--- src/rtl/full_adder.sv ---
// Parameterised ripple-carry full adder: zero-latency {Cout, Sum} = A + B + Cin plus a
// one-cycle registered copy carrying valid and two's-complement overflow flags.
module full_adder #(
    parameter int WIDTH = 1
) (
    input  logic             clk,
    input  logic             rst_n,
    input  logic [WIDTH-1:0] A,
    input  logic [WIDTH-1:0] B,
    input  logic             Cin,
    input  logic             in_valid,
    output logic [WIDTH-1:0] Sum,
    output logic             Cout,
    output logic [WIDTH-1:0] Sum_q,
    output logic             Cout_q,
    output logic             Ovf_q,
    output logic             out_valid
);

    logic [WIDTH:0]   w_carry;
    logic [WIDTH-1:0] w_gen;
    logic [WIDTH-1:0] w_prop;
    logic [WIDTH-1:0] w_sum;
    logic             w_ovf;

    logic [WIDTH-1:0] r_sum;
    logic             r_cout;
    logic             r_ovf;
    logic             r_valid;

    assign w_carry[0] = Cin;

    // Per-bit generate/propagate cell; carry ripples from bit 0 upward
    for (genvar i = 0; i < WIDTH; i++) begin : g_bit
        assign w_gen[i]       = A[i] & B[i];
        assign w_prop[i]      = A[i] ^ B[i];
        assign w_sum[i]       = w_prop[i] ^ w_carry[i];
        assign w_carry[i + 1] = w_gen[i] | (w_prop[i] & w_carry[i]);
    end

    // Signed overflow: carry into the MSB differs from carry out of it (Cin when WIDTH=1)
    assign w_ovf = w_carry[WIDTH] ^ w_carry[WIDTH-1];

    assign Sum  = w_sum;
    assign Cout = w_carry[WIDTH];

    // Output register: reset wins over capture, idle cycles hold data and drop valid
    always_ff @(posedge clk) begin
        if (!rst_n) begin
            r_sum   <= {WIDTH{1'b0}};
            r_cout  <= 1'b0;
            r_ovf   <= 1'b0;
            r_valid <= 1'b0;
        end else if (in_valid) begin
            r_sum   <= w_sum;
            r_cout  <= w_carry[WIDTH];
            r_ovf   <= w_ovf;
            r_valid <= 1'b1;
        end else begin
            r_valid <= 1'b0;
        end
    end

    assign Sum_q     = r_sum;
    assign Cout_q    = r_cout;
    assign Ovf_q     = r_ovf;
    assign out_valid = r_valid;

endmodule

--- config.mk ---
export PLATFORM = sky130hd
export DESIGN_NAME = full_adder
export DESIGN_NICKNAME = d
export VERILOG_FILES = /design/src/rtl/full_adder.sv
export SDC_FILE = /design/constraint.sdc
export NUM_CORES = 1
export LEC_CHECK = 0
export BUFFER_PORTS_ARGS = -buffer_cell sky130_fd_sc_hd__buf_2
export CAP_MARGIN = 20
export CORE_AREA = 2 2 39 41
export CTS_CLUSTER_SIZE = 12
export DETAILED_ROUTE_END_ITERATION = 7
export DIE_AREA = 0 0 41 43
export GPL_TIMING_DRIVEN = 0
export PLACE_DENSITY = 0.34
export SLEW_MARGIN = 40
export SYNTH_ARGS = -nofsm -noshare
export SYNTH_HDL_FRONTEND = slang
export SYNTH_SLANG_ARGS = --single-unit
--- constraint.sdc ---
create_clock -name clk -period 2.4 [get_ports clk]
set_input_delay 0.48 -clock clk [delete_from_list [all_inputs] [get_ports clk]]
set_output_delay 0.48 -clock clk [all_outputs]
set_load 0.01 [all_outputs]
==> results.sh <==
export IMPL_outcome="finished clean"
export IMPL_gp_congestion=0.617
export IMPL_synth_top_area_cell="dfxtp_1"
export IMPL_grt_pass1_wl_um=648
export IMPL_vias_per_cell=3.37
export IMPL_grtUsageMet3_pct=9.42
export IMPL_routedWlPerCell_um=8.09
export IMPL_ant_nets=0
export IMPL_syn_num_nets=20
export IMPL_fillCellCount=152
export IMPL_drt_total_wl_um=348
export IMPL_overflow=0
export IMPL_cts_tree="done"
export IMPL_drc_errors=0
export IMPL_timing_final_crit_share_pct=72.8
export IMPL_use_met1_pct=6.51
export IMPL_cts_max_path_buffers=2
export IMPL_rsz0062_at_grt="no"
export IMPL_clock_sinks=4
export IMPL_powerDensity_nw_per_um2=732
export IMPL_final_min_clock_period_ns=1.75
export IMPL_max_freq_ghz=0.572
export IMPL_leakage_nw=0.125
export IMPL_cts_root_buf="clkbuf_4"
export IMPL_synthToLayoutAreaGrowth_pct=61.4
export IMPL_initial_utilization_pct=11.5
export IMPL_syn_area_per_cell_um2=12.2
export IMPL_grt_busiest_layer="met3"
export IMPL_whs_ns=0.506
export IMPL_die_area_um2=1760
export IMPL_hold_violations=0
export IMPL_grt_max_degree=6
export IMPL_io_pins=12
export IMPL_synth_seq_area_share_pct=50.4
export IMPL_ys_types=8
export IMPL_grt_use_total_pct=6.25
export IMPL_use_met2_pct=7.50
export IMPL_clk_pin_slew_worst_paths_ns=0.04
export IMPL_critPathSlowestCell="fa_1"
export IMPL_maxCapViolations=0
export IMPL_drive_above_1_share_pct=55.6
export IMPL_synth_seq_cells=4
export IMPL_arrival_ns=1.27
export IMPL_setup_violations=0
export IMPL_tightest_slew_ns=0.146
export IMPL_path_cells="buf_2, fa_1, buf_2"
export IMPL_cts_buffers=3
export IMPL_synthTopCellsByArea="dfxtp_1 50%, fa_1 13%, mux2i_1 13%, nor2b_1 7.9%, xnor2_1 5.5%"
export IMPL_fin_nets=36
export IMPL_slowest_delay_ns=0.55
export IMPL_mostFrequentLayoutCell="buf_2"
export IMPL_first_iter_violations=3
export IMPL_vias=145
export IMPL_clock_skew_ns=0
export IMPL_critPathKind="in2out"
export IMPL_drv_slew=0
export IMPL_design_area_um2=256
export IMPL_grt_pass1_vias=162
export IMPL_peakVddDrop_uv=334
export IMPL_fp_dieH_um=43
export IMPL_postCtsSetupBuffers=0
export IMPL_diodes=0
export IMPL_cp_max_fo=2
export IMPL_hold_path_class="in2reg"
export IMPL_portBuffers=11
export IMPL_required_ns=1.92
export IMPL_yosysWarnings=0
export IMPL_synth_area_um2=159
export IMPL_antenna_found_initial=0
export IMPL_synthCells=13
export IMPL_hold_buffers=0
export IMPL_dieWidth_um=41
export IMPL_dpl_cell_area_um2=234
export IMPL_slew_headroom_pct=90.2
export IMPL_crit_path_start_kind="input pin"
export IMPL_final_cell_mix="11 x buf_2, 4 x dfxtp_1, 3 x clkbuf_4, 2 x mux2i_1, 2 x nor2b_1"
export IMPL_critPathCaptureType="output port"
export IMPL_tns_ns=0
export IMPL_yosysTopAreaCellShare_pct=50.4
export IMPL_ctsResizeCount=0
export IMPL_htreeDepth=1
export IMPL_clock_latency_ns=0.23
export IMPL_cp_common_cell="buf_2"
export IMPL_multiInputGateArea_um2=78.8
export IMPL_first_pass_iters=2
export IMPL_num_rows=14
export IMPL_core_um2=1380
export IMPL_seq_area_um2=80.1
critical path, delay by kind of cell:
family,cells,cell delay (ns)
adders and majority gates,1,0.55
buffers and inverters,2,0.24
through the flow:
| stage | std cells | setup WS, ns | utilization (%) | power (W) |
|---|---|---|---|---|
| 6_report | 43 | 0.652 | 18.5 | 0.000188 |
| 2_1_floorplan | 13 | 0.851 | - | 0.0000925 |
| 3_3_place_gp | 40 | 0.650 | 16.9 | 0.000108 |
| 5_1_grt | 43 | 0.597 | 18.5 | 0.000206 |
| 3_5_place_dp | 40 | 0.644 | 16.9 | 0.000108 |
| 4_1_cts | 43 | 0.644 | 18.5 | 0.000193 |
worst paths after layout:
path,startpoint,slack (ns),endpoint,depth (start not counted)
max,A,0.65,Sum,3
min,rst_n,0.51,Sum_q$_SDFFE_PN0P_,2
max reg2reg,Ovf_q$_SDFFE_PN0P_,1.79,Ovf_q$_SDFFE_PN0P_,2
min reg2reg,Sum_q$_SDFFE_PN0P_,0.51,Sum_q$_SDFFE_PN0P_,2
area by class of cell:
| type | count | share of cell area [%] |
|---|---|---|
| multi-input cells | 9 | 30.7 |
| well taps | 16 | 7.80 |
| repair buffers | 11 | 21.5 |
| flip-flops and latches | 4 | 31.2 |
| clock buffers | 3 | 8.78 |
metal layers:
metal / part of all wire (%) / up-vias
li1: - / 72
met1: 43 / 62
met3: 19 / 0
met2: 38 / 11
met5: 0 / -
met4: 0 / 0
flip-flops by register name (all words and copies together) (netlist names):
register	cells
out_valid	1
Sum_q	1
Cout_q	1
Ovf_q	1
report_power, final:
part,internal (W),leakage (nW),switching (W),total (W)
sequential,0.0000720,0.0332,0.00000196,0.0000739
combinational,0.0000165,0.0781,0.0000162,0.0000327
clock,0.0000558,0.0138,0.0000253,0.0000811
total,0.000144,0.125,0.0000435,0.000188
Yosys cell counts:
library cell,count
fa_1,1
xnor2_1,1
and2_2,1
nor2b_1,2
dfxtp_1,4
o21ai_0,1
a21oi_1,1
mux2i_1,2
cells by family (layout without fill, tap and decap cells):
group / after synthesis / count (layout) / share of synthesized area (%)
muxes: 2 / 2 / 12.6
AOI/OAI and AO/OA: 2 / 2 / 6.29
and+or+nand+nor: 3 / 3 / 12.6
adders and majority gates: 1 / 1 / 12.6
DFF: 4 / 4 / 50.4
buffers and inverters: 0 / 14 / 0
xor gates and xnor gates: 1 / 1 / 5.51
(Power assumes the default switching activity.)
